[config.mk]
export PLATFORM = sky130hd
export DESIGN_NAME = present_stream_ctrl
export DESIGN_NICKNAME = d
export VERILOG_FILES = /design/src/rtl/present_pkg.sv /design/src/rtl/present_ct_fifo.sv /design/src/rtl/present_stream_ctrl.sv
export SDC_FILE = /design/constraint.sdc
export NUM_CORES = 1
export LEC_CHECK = 0
export BUFFER_PORTS_ARGS = -buffer_cell sky130_fd_sc_hd__buf_2
export CAP_MARGIN = 20
export CORE_ASPECT_RATIO = 0.6
export CORE_MARGIN = 4
export CORE_UTILIZATION = 50
export DETAILED_ROUTE_END_ITERATION = 16
export GPL_ROUTABILITY_DRIVEN = 0
export PLACE_DENSITY = 0.79
export SYNTH_ARGS = -nofsm -noshare
export SYNTH_HDL_FRONTEND = slang
export SYNTH_SLANG_ARGS = --single-unit
[constraint.sdc]
create_clock -name clk_i -period 2.08 [get_ports clk_i]
set_input_delay 0.208 -clock clk_i [delete_from_list [all_inputs] [get_ports clk_i]]
set_output_delay 0.208 -clock clk_i [all_outputs]
set_load 0.03 [all_outputs]
[src/rtl/present_pkg.sv]
// Shared widths, controller state encoding and PRESENT-80 known-answer vectors.
package present_pkg;

  localparam int KEY_W = 80;
  localparam int BLK_W = 64;
  localparam int KAT_N = 4;

  typedef enum logic [2:0] {IDLE, KEY, DATA, RUN, OUT} ctrl_state_t;

  function automatic logic [KEY_W-1:0] kat_key(input int idx);
    case (idx)
      1, 3:    kat_key = {KEY_W{1'b1}};
      default: kat_key = '0;
    endcase
  endfunction

  function automatic logic [BLK_W-1:0] kat_pt(input int idx);
    case (idx)
      2, 3:    kat_pt = {BLK_W{1'b1}};
      default: kat_pt = '0;
    endcase
  endfunction

  function automatic logic [BLK_W-1:0] kat_ct(input int idx);
    case (idx)
      1:       kat_ct = 64'hE72C46C0F5945049;
      2:       kat_ct = 64'hA112FFC72F68417B;
      3:       kat_ct = 64'h3333DCD3213210D2;
      default: kat_ct = 64'h5579C1387B228445;
    endcase
  endfunction

endpackage

[src/rtl/present_ct_fifo.sv]
// Two-entry FIFO holding finished ciphertexts until downstream takes them.
// A push while full or a pop while empty is ignored.
module present_ct_fifo #(
  parameter int WIDTH = 64
) (
  input  logic             i_clk,
  input  logic             i_rst,
  input  logic             i_push,
  input  logic [WIDTH-1:0] i_push_dat,
  input  logic             i_pop,
  output logic [WIDTH-1:0] o_dat,
  output logic             o_vld,
  output logic [1:0]       o_cnt
);

  logic [WIDTH-1:0] r_mem [2];
  logic             r_wr_ptr;
  logic             r_rd_ptr;
  logic [1:0]       r_cnt;
  logic             w_push;
  logic             w_pop;

  assign w_push = i_push && (r_cnt != 2'd2);
  assign w_pop  = i_pop && (r_cnt != 2'd0);

  always_ff @(posedge i_clk) begin
    if (i_rst) begin
      r_mem[0] <= '0;
      r_mem[1] <= '0;
      r_wr_ptr <= 1'b0;
      r_rd_ptr <= 1'b0;
      r_cnt    <= 2'd0;
    end else begin
      if (w_push) begin
        r_mem[r_wr_ptr] <= i_push_dat;
        r_wr_ptr        <= ~r_wr_ptr;
      end
      if (w_pop) begin
        r_rd_ptr <= ~r_rd_ptr;
      end
      case ({w_push, w_pop})
        2'b10:   r_cnt <= r_cnt + 2'd1;
        2'b01:   r_cnt <= r_cnt - 2'd1;
        default: r_cnt <= r_cnt;
      endcase
    end
  end

  assign o_dat = r_mem[r_rd_ptr];
  assign o_vld = (r_cnt != 2'd0);
  assign o_cnt = r_cnt;

endmodule

[src/rtl/present_stream_ctrl.sv]
// Feeds keys and plaintexts to the handshake-less PRESENT core, times its fixed latency, returns ciphertexts.
// PRESENT_CT_FIFO_EN: a 2-entry ciphertext FIFO replaces the single OUT holding register.
module present_stream_ctrl
  import present_pkg::*;
#(
  parameter int  ROUND_CYCLES = 32,
  localparam int CNT_W        = $clog2(ROUND_CYCLES + 1)
) (
  input  logic             clk_i,
  input  logic             rst_i,
  input  logic [KEY_W-1:0] key_i,
  input  logic             key_valid_i,
  output logic             key_ready_o,
  input  logic [BLK_W-1:0] pt_i,
  input  logic             pt_valid_i,
  output logic             pt_ready_o,
  output logic [BLK_W-1:0] ct_o,
  output logic             ct_valid_o,
  input  logic             ct_ready_i,
  output logic [KEY_W-1:0] core_data_o,
  output logic             core_key_load_o,
  output logic             core_data_load_o,
  input  logic [BLK_W-1:0] core_data_i
);

  if (ROUND_CYCLES < 1) begin : g_bad_round_cycles
    $error("present_stream_ctrl: ROUND_CYCLES must be at least 1");
  end

  ctrl_state_t      r_state;
  ctrl_state_t      w_state_nxt;
  logic [KEY_W-1:0] r_key;
  logic [BLK_W-1:0] r_pt;
  logic [KEY_W-1:0] r_core_dat;
  logic [KEY_W-1:0] w_core_dat;
  logic             r_key_loaded;
  logic [CNT_W-1:0] r_cnt;
  logic             w_key_rdy;
  logic             w_pt_rdy;
  logic             w_key_hs;
  logic             w_pt_hs;
  logic             w_ct_hs;
  logic             w_capture;
  logic             w_space;

`ifdef PRESENT_CT_FIFO_EN
  logic [1:0] w_fifo_cnt;

  // Accept a block only if its result is guaranteed a FIFO slot.
  assign w_space = (w_fifo_cnt <= 2'd1);

  present_ct_fifo #(
    .WIDTH(BLK_W)
  ) u_ct_fifo (
    .i_clk     (clk_i),
    .i_rst     (rst_i),
    .i_push    (w_capture),
    .i_push_dat(core_data_i),
    .i_pop     (w_ct_hs),
    .o_dat     (ct_o),
    .o_vld     (ct_valid_o),
    .o_cnt     (w_fifo_cnt)
  );
`else
  logic [BLK_W-1:0] r_ct;

  assign w_space    = 1'b1;
  assign ct_valid_o = (r_state == OUT);
  assign ct_o       = r_ct;

  always_ff @(posedge clk_i) begin
    if (rst_i) begin
      r_ct <= '0;
    end else if (w_capture) begin
      r_ct <= core_data_i;
    end
  end
`endif

  assign w_ct_hs  = ct_valid_o && ct_ready_i;
  assign w_key_hs = key_valid_i && w_key_rdy;
  assign w_pt_hs  = pt_valid_i && w_pt_rdy;

  always_comb begin
    w_state_nxt      = r_state;
    w_key_rdy        = 1'b0;
    w_pt_rdy         = 1'b0;
    w_core_dat       = r_core_dat;
    core_key_load_o  = 1'b0;
    core_data_load_o = 1'b0;
    w_capture        = 1'b0;
    case (r_state)
      IDLE: begin
        w_key_rdy = 1'b1;
        w_pt_rdy  = r_key_loaded && !key_valid_i && w_space;
        if (key_valid_i) begin
          w_state_nxt = KEY;
        end else if (pt_valid_i && w_pt_rdy) begin
          w_state_nxt = DATA;
        end
      end
      KEY: begin
        w_core_dat      = r_key;
        core_key_load_o = 1'b1;
        w_state_nxt     = IDLE;
      end
      DATA: begin
        w_core_dat       = {{(KEY_W - BLK_W){1'b0}}, r_pt};
        core_data_load_o = 1'b1;
        w_state_nxt      = RUN;
      end
      RUN: begin
        // Core output is final in the cycle the counter reaches zero.
        if (r_cnt == '0) begin
          w_capture = 1'b1;
`ifdef PRESENT_CT_FIFO_EN
          w_state_nxt = IDLE;
`else
          w_state_nxt = OUT;
`endif
        end
      end
      OUT: begin
        if (w_ct_hs) begin
          w_state_nxt = IDLE;
        end
      end
      default: w_state_nxt = IDLE;
    endcase
  end

  assign key_ready_o = w_key_rdy;
  assign pt_ready_o  = w_pt_rdy;
  assign core_data_o = w_core_dat;

  always_ff @(posedge clk_i) begin
    if (rst_i) begin
      r_state      <= IDLE;
      r_key        <= '0;
      r_pt         <= '0;
      r_core_dat   <= '0;
      r_key_loaded <= 1'b0;
      r_cnt        <= '0;
    end else begin
      r_state    <= w_state_nxt;
      r_core_dat <= w_core_dat;
      if (w_key_hs) begin
        r_key <= key_i;
      end
      if (w_pt_hs) begin
        r_pt <= pt_i;
      end
      if (r_state == KEY) begin
        r_key_loaded <= 1'b1;
      end
      if (r_state == DATA) begin
        r_cnt <= CNT_W'(ROUND_CYCLES - 1);
      end else if ((r_state == RUN) && (r_cnt != '0)) begin
        r_cnt <= r_cnt - CNT_W'(1);
      end
    end
  end

endmodule

== Yosys cells after proc, flatten, opt, wreduce, memory -nomap -nowiden ==
Cells that the tools add are included.

* Add/sub/neg operators: 1
* Equal/unequal tests: 7
* Multiplexer cells: 14
* Reduce and logical (&&, ||, !) cells: 13

{| class="wikitable"
|+ Operators by type and width
! cell !! count
|-
| 80-bit one-hot mux with 2 select lines || 1
|-
| 3-bit two-way mux || 4
|-
| 3-bit one-hot mux with 4 select lines || 1
|-
| 5-bit two-way mux || 2
|-
| 3-bit by 2-bit == test with 1-bit output (second input constant) || 2
|-
| 1-bit logical AND || 6
|-
| 6-bit zero test || 1
|-
| 1-bit two-way mux || 6
|-
| 6-bit nonzero test || 1
|-
| 6-bit by 1-bit subtractor with 6-bit output (second input constant) || 1
|-
| 3-bit by 1-bit == test with 1-bit output (second input constant) || 1
|-
| 3-bit == test (second input constant) || 1
|-
| 3-bit zero test || 1
|-
| 3-bit != test (second input constant) || 1
|-
| 3-bit AND reduction || 1
|-
| 2-bit by 1-bit != test with 1-bit output (second input constant) || 1
|-
| 2-bit != test (second input constant) || 1
|-
| 2-bit nonzero test || 1
|-
| 2-bit OR reduction || 1
|-
| 1-bit zero test || 1
|}

* Register bits after elaboration: 298
* Input port bits: 213
* Output and inout bits: 149
* Logic and storage cells: 43

== Longest topological paths before layout ==
Gate-level depths: netlist of the first run.

* Word-level depth: 6
* Depth in mapped cells: 8
* Gate-level depth less buffers: 6

== Worst setup path before layout of the first run ==
OpenSTA, ideal clock, no wires.

* Kind: register to output
* Start point: register r_state[2]
* End point: output port core_data_o[22]
* Data arrival time: 1.755 ns
* Required time: 1.872 ns
* Path slack: 0.117 ns
* Stages on the path, launching flop included: 8
* Path buffers: 2
* Cells stage by stage: dfxtp_1 nor2_1 nand2_1 inv_1 clkbuf_1 buf_1 a22oi_1 nand2_1

* Cells in the longest elaborated chain, start to end: 2
* Elaborated cells between the ends (all ways): 3
* Classes of those cells: eq/ne: 2; mux: 1

{| class="wikitable"
|+ RTL lines
! element !! line !! source
|-
| from (decl) || present_stream_ctrl.sv:30 || <nowiki>ctrl_state_t r_state;</nowiki>
|-
| from (signal assigned) || present_stream_ctrl.sv:145 || <nowiki>r_state <= w_state_nxt;</nowiki>
|-
| 3-bit by 2-bit == test with 1-bit output / 3-bit by 1-bit == test with 1-bit output (equally long branches) || present_stream_ctrl.sv:92 || <nowiki>case (r_state)</nowiki>
|-
| 80-bit one-hot mux with 2 select lines * || present_stream_ctrl.sv:92 ||
|-
| to (decl) || present_stream_ctrl.sv:20 || <nowiki>output logic [KEY_W-1:0] core_data_o,</nowiki>
|}

Mark *: on every way between the ends. The rest lies on a longest branch, timed or not.

== Final worst setup path of the first run ==
* Start point: register r_state[0]
* End point: output port core_data_o[59]

Same word-level chain as after synthesis.

==> results of run 1 <==
-- metrics by stage --
step,area (sq um),std cells,setup WS [ps],hold WS [ps]
floorplan,10910,1363,116.8,344.0
global placement,12990,1924,76.49,437.8
detailed placement,12990,1924,29.79,444.0
CTS,16860,2198,-139.6,128.5
global route,17450,2216,-248.3,191.3
finish,17450,2219,-202.3,174.7
-- layer usage --
layer | vias to the layer above | track usage
met5 | - | 0
met4 | 0 | 0.1503
met3 | 220 | 0.07462
met2 | 941 | 0.5862
met1 | 5984 | 0.3977
li1 | 5649 | -
-- cell usage in the layout (no fill, tap or decap), drive strengths merged, types with 2 or more instances in the layout --
cell	netlist	layout
diode	0	7
ha	2	2
inv	4	5
a311oi	2	2
a22o	16	16
a22oi	64	64
and2	2	2
nor2b	17	17
bufinv	0	3
a21oi	273	273
a211oi	5	5
dlygate4sd3	0	209
buf	52	407
nor3	5	5
or3	4	4
nor3b	3	3
dfxtp	298	298
nand2	547	547
nor2	8	8
clkinv	0	11
o31a	2	2
clkbuf	51	41
-- critical path: cells and delay by family, from the launching register on --
family	cells	cell delay, ps
buffers and inverters	4	600
AOI/OAI and AO/OA	1	260
DFF	1	350
and+or+nand+nor	2	330
-- power breakdown --
part	switching [mW]	internal, mW	leakage [nW]	total, mW
Sequential	0.164	5.95	2.42	6.12
Clock	2.24	2.94	0.462	5.18
Combinational	1.61	1.23	4.52	2.85
-- cells by family (layout without fill, tap and decap cells) --
| group | Yosys count | in the layout | share of synthesized area |
|---|---|---|---|
| adders and majority gates | 2 | 2 | 0.002292 |
| and+or+nand+nor | 589 | 589 | 0.2116 |
| buffers and inverters | 107 | 677 | 0.04700 |
| other | 0 | 7 | 0 |
| DFF | 298 | 298 | 0.5466 |
| xor gates and xnor gates | 1 | 1 | 0.0008026 |
| AOI/OAI and AO/OA | 366 | 366 | 0.1917 |
-- state kept, by name (all words and copies together) (netlist names) --
register / cells
r_state: 3
r_core_dat: 80
r_key: 80
ct_o: 64
r_pt: 64
r_cnt: 6
r_key_loaded: 1
-- repair_timing --
action | in CTS | in global routing
gates cloned | 5 | 8
gates resized for setup | 199 | 98
pin swaps | 8 | 14
setup endpoints to repair | 83 | 195
buffers inserted | 13 | 6
endpoints found under the hold margin | 209 | 0
hold buffers | 209 | 0
-- final cells by class --
class | count | area, sq um
sequential | 298 | 5977
timing repair buffer | 624 | 5254
multi-input combinational | 958 | 4921
fill | 1119 | 3784
clock buffer | 33 | 748.2
tap | 279 | 349.1
clock inverter | 16 | 167.7
inverter | 4 | 20.02
antenna | 7 | 17.52
-- worst min-delay path by stage --
stage | start | end | slack [ps] | cells after the start
floorplan | key_i[0] | r_key[0] | 340 | 2
global placement | ct_o[50] | ct_o[50] | 440 | 2
detailed placement | ct_o[20] | ct_o[20] | 440 | 2
CTS | key_valid_i | r_state[1] | 130 | 3
global route | key_valid_i | r_state[1] | 190 | 3
finish | rst_i | r_key_loaded | 170 | 2
==> impl_results.md, run 1 <==
- Status: finished, violations left
- Failing checks: setup timing
- GRT Util Overall: 0.3351
- Area contributors post-synth: dfxtp_1 55%, nand2_1 19%, a21oi_1 13%
- DIE HEIGHT: around 120 microns
- Period utilization: 1.097
- DRT met1 WL: between 15,000 and 20,000 microns
- Skew final: ~16 ps
- Crit path kind: reg2out
- Final core utilization: 0.8218
- Antenna Violating Nets Remaining: 0
- Via count: between 10,000 and 15,000
- Syn_nets: approximately 1,600
- Post-synth EDFFs: 0
- FF-to-FF Start: r_cnt[1]
- Seq/Total Area, Yosys: 0.5466
- First-pass GRT wire length: approximately 66,000 microns
- Post-synth top area cell: dfxtp_1
- Max incr delay on CP: approximately 350 ps
- Routed met2 length: about 23,000 microns
- Area Overhead vs Synth: 59.92%
- Crit path max fanout: 7
- Fin crit period: approximately 2300 ps
- DIE AREA: ~0.024 sq mm
- Syn Area/Cell: 8.007 sq um
- Post-synth top flop: dfxtp_1
- Fraction of registers with async set or reset after synthesis: 0
- Setup crit start kind: register
- CTS Buffer Depth: 3
- Overall power: approximately 14 mW
- Worst slew margin: 0.5175
- Crit path top cell by count: buf_6
- Fin Setup TNS: -10,120 ps
- Highest Signal Layer: met4
- HP Class: in2reg
- Synth unique cells: 30
- DP HPWL: between 20,000 and 25,000 microns
- Cts bufs inserted: 27
- Crit path max-delay cell type: dfxtp_4
- Final worst slack: -202.3 ps
- Port buffer count: 361
- Share of layout cells above drive strength 1: 0.2975
- Vias per cell: 5.766
- Worst-path clk slew: about 70 ps
- DRC Markers: 0
- Post-Syn Area: 0.01091 sq mm
- Drt wl/cell: ~21 microns
- Row cnt: between 40 and 50
- Critical path endpoint category: primary output
- RSZ-0062 raised after global routing: yes
- Reg2Reg Setup Slack: about 90 ps
- Mapped Cells: approximately 1,400
- Synth top area share: 0.5466
- H-tree Lvls: 1
- Global route overflow: 0
- R2R depth: 7
- Final Hold Vio Count: 0
- Crit. Startpoint: r_state[0]
- R2r endpoint: ct_o[43]
- Worst-Skew Late Latency: around 530 ps
- CP endpoint: core_data_o[59]
- Most frequent cell after synthesis: nand2_1
- Largest net degree at the start of global routing: around 120
- CP Data Required Time: 1870 ps
- Initial Util: 0.5139
- Met3 Routed Length: roughly 4600 microns
- Power per cell area: 810.2 mW/mm^2
- Core area: 0.02124 sq mm
- Fin nets: 2,128
- CP Data Arrival Time: a little over 2000 ps
- Root buf cell: clkbuf_16
- Commonest cells post-synth: 547 x nand2_1, 298 x dfxtp_1, 273 x a21oi_1
- Worst-Margin Slew: 723.7 ps
- Peak VDD IR: between 0.6 and 0.7 mV
- IO Pins: approximately 360
- Overall routed net length: roughly 47,000 microns
- Die width: just under 200 microns
- CTS tree: yes
- Vias in the first global route: ~13,000
- Crit-path cells: nor3b_4 > buf_6 > buf_8 > buf_12 > a22oi_1 > nand2_1 > buf_6
- MaxCap Viol Count: 0
- Max Slew Vio Count: 0
- Max Freq: 438.2 MHz
- Leakage: around 7.4 nW
- Initial antenna violation count: 4
- Detailed Route Iter0 Violations: about 1,400
- Initial DRT Pass Iterations: 6
- Post-synthesis register bit count: 298
- Clk sinks: 298
- Setup violators final: approximately 80
- Syn. warnings: 0
No activity file was read; power rests on OpenSTA's default activity.
==> run 2, diff against run 1 <==
--- a/config.mk
+++ b/config.mk
@@ -12,6 +12,7 @@
 export CORE_UTILIZATION = 50
 export DETAILED_ROUTE_END_ITERATION = 16
 export GPL_ROUTABILITY_DRIVEN = 0
+export MAX_ROUTING_LAYER = met4
 export PLACE_DENSITY = 0.79
 export SYNTH_ARGS = -nofsm -noshare
 export SYNTH_HDL_FRONTEND = slang
==> impl_results.md, run 2 (synthesis results as in run 1) <==
- Antenna Violating Nets Remaining: 0 (unchanged)
- Fin crit period: 2425 ps (+142.2 ps)
- Worst-Skew Late Latency: 540 ps (about the same)
- Sequential Power Share: 0.424 (-0.009)
- Global route overflow: 0 (unchanged)
- Net Switching: 4.216 mW (+5.0%)
- Detailed Route Iter0 Violations: 1,790 (+32%)
- First-pass GRT wire length: 65,640 microns (-0.23%)
- Initial antenna violation count: 6 (+2)
- Worst-path clk slew: 70 ps (about the same)
- FF-to-FF Start: r_cnt[1]
- DIE HEIGHT: 122.4 microns (unchanged)
- Crit path kind: reg2out
- Fin nets: 2,135 (+0.33%)
- Share of layout cells above drive strength 1: 0.3216 (+0.02418)
- R2R depth: 7 (unchanged)
- Hold WS: 142.0 ps (-32.72 ps)
- Failing checks: setup timing
- RSZ-0062 raised after global routing: yes
- Cts bufs inserted: 27 (unchanged)
- Crit path top cell by count: buf_6
- Pint: 10.25 mW (+1.2%)
- Crit path max fanout: 7 (unchanged)
- Port buffer count: 361 (unchanged)
- Setup violators final: 81 (unchanged)
- CP delay by family, top: buffers and inverters
- Crit path max-delay cell type: dfxtp_4
- Critical path endpoint category: primary output
- Worst slew margin: 0.5098 (-0.007751)
- CTS Buffer Depth: 3 (unchanged)
- Worst hold start: key_valid_i
- CP Data Arrival Time: 2220 ps (+150 ps)
- Max Slew Vio Count: 0 (unchanged)
- GRT Util Overall: 0.3444 (+0.009278)
- DRC Markers: 0 (unchanged)
- Initial DRT Pass Iterations: 6 (unchanged)
- HP Class: in2reg
- Final worst slack: -344.5 ps (-142.2 ps)
- Max Freq: 412.4 MHz (-5.9%)
- Area Overhead vs Synth: 63.66%
- MaxCap Viol Count: 0 (unchanged)
- Clk sinks: 298 (unchanged)
- Final Hold Vio Count: 0 (unchanged)
- Core area: 0.02124 sq mm (unchanged)
- Clock Power Share: 0.362 (-0.004)
- Max incr delay on CP: 360 ps (about the same)
- DIE AREA: 0.02433 sq mm (unchanged)
- Critical path buffer and inverter count: 4 (unchanged)
- Largest net degree at the start of global routing: 115 (unchanged)
- Via count: 13,300 (+3.9%)
- H-tree Lvls: 1 (unchanged)
- Cell depth of the worst setup path: 7 (unchanged)
- Crit-path cells: nor3b_4 > buf_6 > buf_12 > clkbuf_16 > a22oi_2 > nand2_1 > buf_6
- Logic gate share of total power: 0.214 (+0.013)
- Area after DPL: 0.01299 sq mm (unchanged)
- Biggest regs: r_core_dat (80), r_key (80)
- Setup crit start kind: register
- Skew final: 17.70 ps (+1.774 ps)
- Period utilization: 1.166 (+0.06838)
- IO Pins: 362 (unchanged)
- Final core utilization: 0.8411 (+0.01921)
- Design Area, Final: 0.01786 sq mm (+2.3%)
- Root buf cell: clkbuf_16
- Hold depth: 3 (+1)
- Row cnt: 41 (unchanged)
- Leakage: 7.550 nW (+2.1%)
- Power per cell area: 809.8 mW/mm^2 (about the same)
- DP HPWL: 22,020 microns (unchanged)
- Drt wl/cell: 22.65 microns (+7.4%)
- Status: finished, violations left
- Most common cell after layout, fill and taps aside: nand2_1
- Vias in the first global route: 12,570 (+0.25%)
- Die width: 198.7 microns (unchanged)
- Vias per cell: 5.971 (+3.6%)
- Peak VDD IR: 0.6936 mV (+0.23%)
- Initial Util: 0.5139 (unchanged)
- CP Data Required Time: 1870 ps (about the same)
- Worst-Margin Slew: 735.3 ps (+11.63 ps)
- Switching Fraction: 0.2914 (+0.007593)
- Overall routed net length: 50,440 microns (+7.8%)
- Crit. Startpoint: r_state[0]
- CTS tree: yes
- Most frequent cells in the layout: 456 x nand2_1, 295 x dfxtp_1, 277 x buf_2, 271 x a21oi_1, 209 x dlygate4sd3_1
-- run 2: changes by cell type in the layout (fill, tap and decap cells not counted) --
cell	before	now
buf_4	29	17
a22oi_1	31	25
buf_6	79	91
nand2_2	42	63
diode_2	7	8
nand2_4	13	28
buf_12	15	17
nand2_1	492	456
a22oi_2	33	39
clkbuf_16	35	40
-- run 2: routing by layer --
metal | share of wire | vias up | GRT usage
met5 | 0 | - | -
met3 | 0.11 | 354 | 0.06639
met4 | 0.073 | 0 | 0.1503
li1 | - | 5666 | -
met2 | 0.47 | 1093 | 0.5843
met1 | 0.35 | 6185 | 0.4028
-- run 2: power by group through the flow --
stage / sequential (mW) / clock, mW / combinational [mW]
final: 6.13 / 5.23 / 3.10
after global routing: 6.15 / 5.45 / 3.22
after CTS: 6.08 / 5.19 / 2.49
after detailed placement: 6.20 / 0 / 1.79
after global placement: 6.19 / 0 / 1.77
after floorplan: 6.22 / 0 / 1.05
-- run 2: repair_timing --
item	in CTS	in global routing
resized for setup	199	172
gates cloned	5	14
hold buffers	209	0
hold endpoints to repair	209	0
setup endpoints to repair	83	193
setup buffers	13	7
pin swaps	8	30
-- run 2: cell type report --
cell class / instances / area [sq um]
diodes: 8 / 20.02
clock inverters: 16 / 167.7
clock buffers: 33 / 748.2
well taps: 279 / 349.1
flip-flops and latches: 298 / 5977
fillers: 1038 / 3376
inverters: 4 / 20.02
repair buffers: 631 / 5464
multi-input cells: 958 / 5116
-- run 2: path summary, 6_finish.rpt --
check,to,slack [ps]
worst max register to register,ct_o[47],60
worst min-delay path,r_state[1],140
worst min register to register,ct_o[59],460
worst max-delay path,core_data_o[7],-340
-- run 2: worst reg2reg max path: stages, from the launching register on --
cell	delay, ps
dfxtp_1	330
inv_1	90
ha_1	140
or4b_4	490
or3_4	420
clkbuf_16	230
nand2_1	120
a21oi_1	80
-- run 2: stage by stage --
| step | setup slack [ps] | power, mW | instances | setup TNS, ps |
|---|---|---|---|---|
| final | -344.5 | 14.46 | 2227 | -10620 |
| after global routing | -357.3 | 14.82 | 2225 | -14940 |
| after CTS | -139.6 | 13.77 | 2198 | -8448 |
| after detailed placement | 29.79 | 7.996 | 1924 | 0 |
| after global placement | 76.49 | 7.966 | 1924 | 0 |
| after floorplan | 116.8 | 7.269 | 1363 | 0 |
==> run 3, diff against run 2 <==
--- a/config.mk
+++ b/config.mk
@@ -7,13 +7,15 @@
 export LEC_CHECK = 0
 export BUFFER_PORTS_ARGS = -buffer_cell sky130_fd_sc_hd__buf_2
 export CAP_MARGIN = 20
+export CELL_PAD_IN_SITES_DETAIL_PLACEMENT = 0
+export CELL_PAD_IN_SITES_GLOBAL_PLACEMENT = 2
 export CORE_ASPECT_RATIO = 0.6
 export CORE_MARGIN = 4
-export CORE_UTILIZATION = 50
+export CORE_UTILIZATION = 28
 export DETAILED_ROUTE_END_ITERATION = 16
 export GPL_ROUTABILITY_DRIVEN = 0
 export MAX_ROUTING_LAYER = met4
-export PLACE_DENSITY = 0.79
+export PLACE_DENSITY = 0.86
 export SYNTH_ARGS = -nofsm -noshare
 export SYNTH_HDL_FRONTEND = slang
 export SYNTH_SLANG_ARGS = --single-unit
==> impl_results.md, run 3 (synthesis results as in run 1) <==
- Share of layout cells above drive strength 1: 0.3381 (+0.01644)
- Crit-path cells: nor3b_4 > nor2_4 > buf_12 > buf_16 > a22o_1 > buf_6
- Die width: 262.9 microns (+32%)
- Worst-Skew Late Latency: 560 ps (+20 ps)
- Cts bufs inserted: 31 (+15%)
- Largest net degree at the start of global routing: 76 (-34%)
- Min-Delay Endpoint: ct_o[17]
- DIE AREA: 0.04231 sq mm (+74%)
- Worst hold start: rst_i
- Status: finished, violations left
- Peak VDD IR: 0.6211 mV (-10%)
- Worst slew margin: 0.6917 (+0.1819)
- Crit path max fanout: 6 (-1)
- Setup crit start kind: register
- Core area: 0.03806 sq mm (+79%)
- Row cnt: 55 (+34%)
- Overall power: 14.89 mW (+2.9%)
- DRC Markers: 0 (unchanged)
- Global route overflow: 0 (unchanged)
- Max Slew Vio Count: 0 (unchanged)
- Final worst slack: -154.5 ps (+190.0 ps)
- Antenna Violating Nets Remaining: 0 (unchanged)
- CP Data Arrival Time: 2030 ps (-190 ps)
- Most frequent cells in the layout: 451 x nand2_1, 295 x dfxtp_1, 277 x buf_2, 262 x a21oi_1, 209 x dlygate4sd3_1
- Period utilization: 1.074 (-0.09136)
- Detailed Route Iter0 Violations: 611 (-66%)
- Max Freq: 447.5 MHz (+8.5%)
- DP HPWL: 24,750 microns (+12%)
- Port buffer count: 361 (unchanged)
- Failing checks: setup timing
- Vias per cell: 4.728 (-21%)
- RSZ-0062 raised after global routing: yes
- Clk sinks: 298 (unchanged)
- GRT Util Overall: 0.1961 (-0.1482)
- Power per cell area: 800.6 mW/mm^2 (-1.1%)
- Crit path max-delay cell type: dfxtp_4
- Crit path kind: reg2out
- Vias in the first global route: 11,560 (-8.0%)
- Area Overhead vs Synth: 70.42%
- Initial DRT Pass Iterations: 5 (-1)
- CTS tree: yes
- CP Data Required Time: 1870 ps (about the same)
- Fin nets: 2,156 (+0.98%)
- Drt wl/cell: 17.94 microns (-21%)
- Most common cell after layout, fill and taps aside: nand2_1
- Root buf cell: clkbuf_16
- IO Pins: 362 (unchanged)
- Initial Util: 0.2868 (-0.2271)
- Via count: 11,730 (-12%)
- Worst-Margin Slew: 462.5 ps (-272.8 ps)
- Initial antenna violation count: 4 (-2)
- Hold depth: 2 (-1)
- Biggest regs: r_core_dat (80), r_key (80)
- R2r endpoint: r_cnt[3]
- FF-to-FF Start: r_state[0]
- Worst-path clk slew: 60 ps (about the same)
- Fin crit period: 2235 ps (-190.0 ps)
- HP Class: in2reg
- R2R depth: 15 (+8)
- Critical path endpoint category: primary output
- Overall routed net length: 44,510 microns (-12%)
- Reg2Reg Setup Slack: 40 ps (-20 ps)
- MaxCap Viol Count: 0 (unchanged)
- Max incr delay on CP: 370 ps (about the same)
- Skew final: 11.87 ps (-5.837 ps)
- Leakage: 7.776 nW (+3.0%)
- H-tree Lvls: 1 (unchanged)
- Final Hold Vio Count: 0 (unchanged)
- CTS Buffer Depth: 3 (unchanged)
- DIE HEIGHT: 160.9 microns (+31%)
- First-pass GRT wire length: 65,380 microns (-0.40%)
- Final core utilization: 0.4888 (-0.3523)
- Setup violators final: 81 (unchanged)
==> run 3: changes by cell type in the layout (fill, tap and decap cells not counted), moves of 6 or more <==
cell and delta:
clkbuf_1 +6, nand2_4 +9, a21oi_2 +9, buf_4 +8, a21oi_1 -9
==> run 3: through the flow <==
stage               instances  setup slack (ps)  cell area [sq um]  TNS [ps]  hold WS (ps)
floorplan                1363             116.8              10910         0         344.0
finish                   2481            -154.5              18600     -9189         55.82
global route             2481            -242.6              18600    -16650         49.50
detailed placement       2158           -0.3602              13280   -0.3602         443.7
CTS                      2453            -177.0              17730    -10940         23.24
global placement         2158             46.09              13280         0         438.8
==> run 3: what timing repair did <==
action                                  4_1_cts  5_1_grt
endpoints found under the hold margin       209        0
buffers inserted                             23       13
gates resized for setup                     285      138
pin swaps                                    20       32
hold buffers                                209        0
cloned                                        7       12
endpoints found under the setup margin       88       96
==> run 3: how the worst max path moves through the flow <==
stage,startpoint,to,cells past startpoint
6_report,r_state[2],core_data_o[79],6
5_1_grt,r_state[2],core_data_o[79],6
2_1_floorplan,r_state[2],core_data_o[22],7
3_3_place_gp,r_cnt[0],ct_o[30],7
4_1_cts,r_state[1],core_data_o[79],6
3_5_place_dp,r_cnt[0],ct_o[47],7
==> run 3: per-layer routing <==
metal  wire length [microns]  up-vias  track usage
met2                   20400      365       0.3126
met4                    1112        0      0.05305
li1                        -     5715            -
met3                    2393       83      0.03690
met1                   20600     5568       0.2577
met5                       0        -            -
==> run 3: critical path: cells and delay by family (launching register included) <==
family | cells | cell delay (ps)
AOI/OAI and AO/OA | 1 | 220
and+or+nand+nor | 2 | 420
buffers and inverters | 3 | 440
DFF | 1 | 370
==> run 3: where the power goes <==
part	switching (mW)	internal, mW	total (mW)
registers	0.163	5.96	6.12
clock network	2.35	3.19	5.53
logic	1.78	1.46	3.24
total	4.28	10.6	14.9
==> run 3: final cells by class <==
cell class / instances / area (sq um)
fillers: 3603 / 19450
diodes: 4 / 10.01
inverters: 4 / 27.53
clock inverters: 9 / 82.58
well taps: 513 / 641.9
clock buffers: 47 / 925.9
repair buffers: 648 / 5672
multi-input cells: 958 / 5264
flip-flops and latches: 298 / 5977
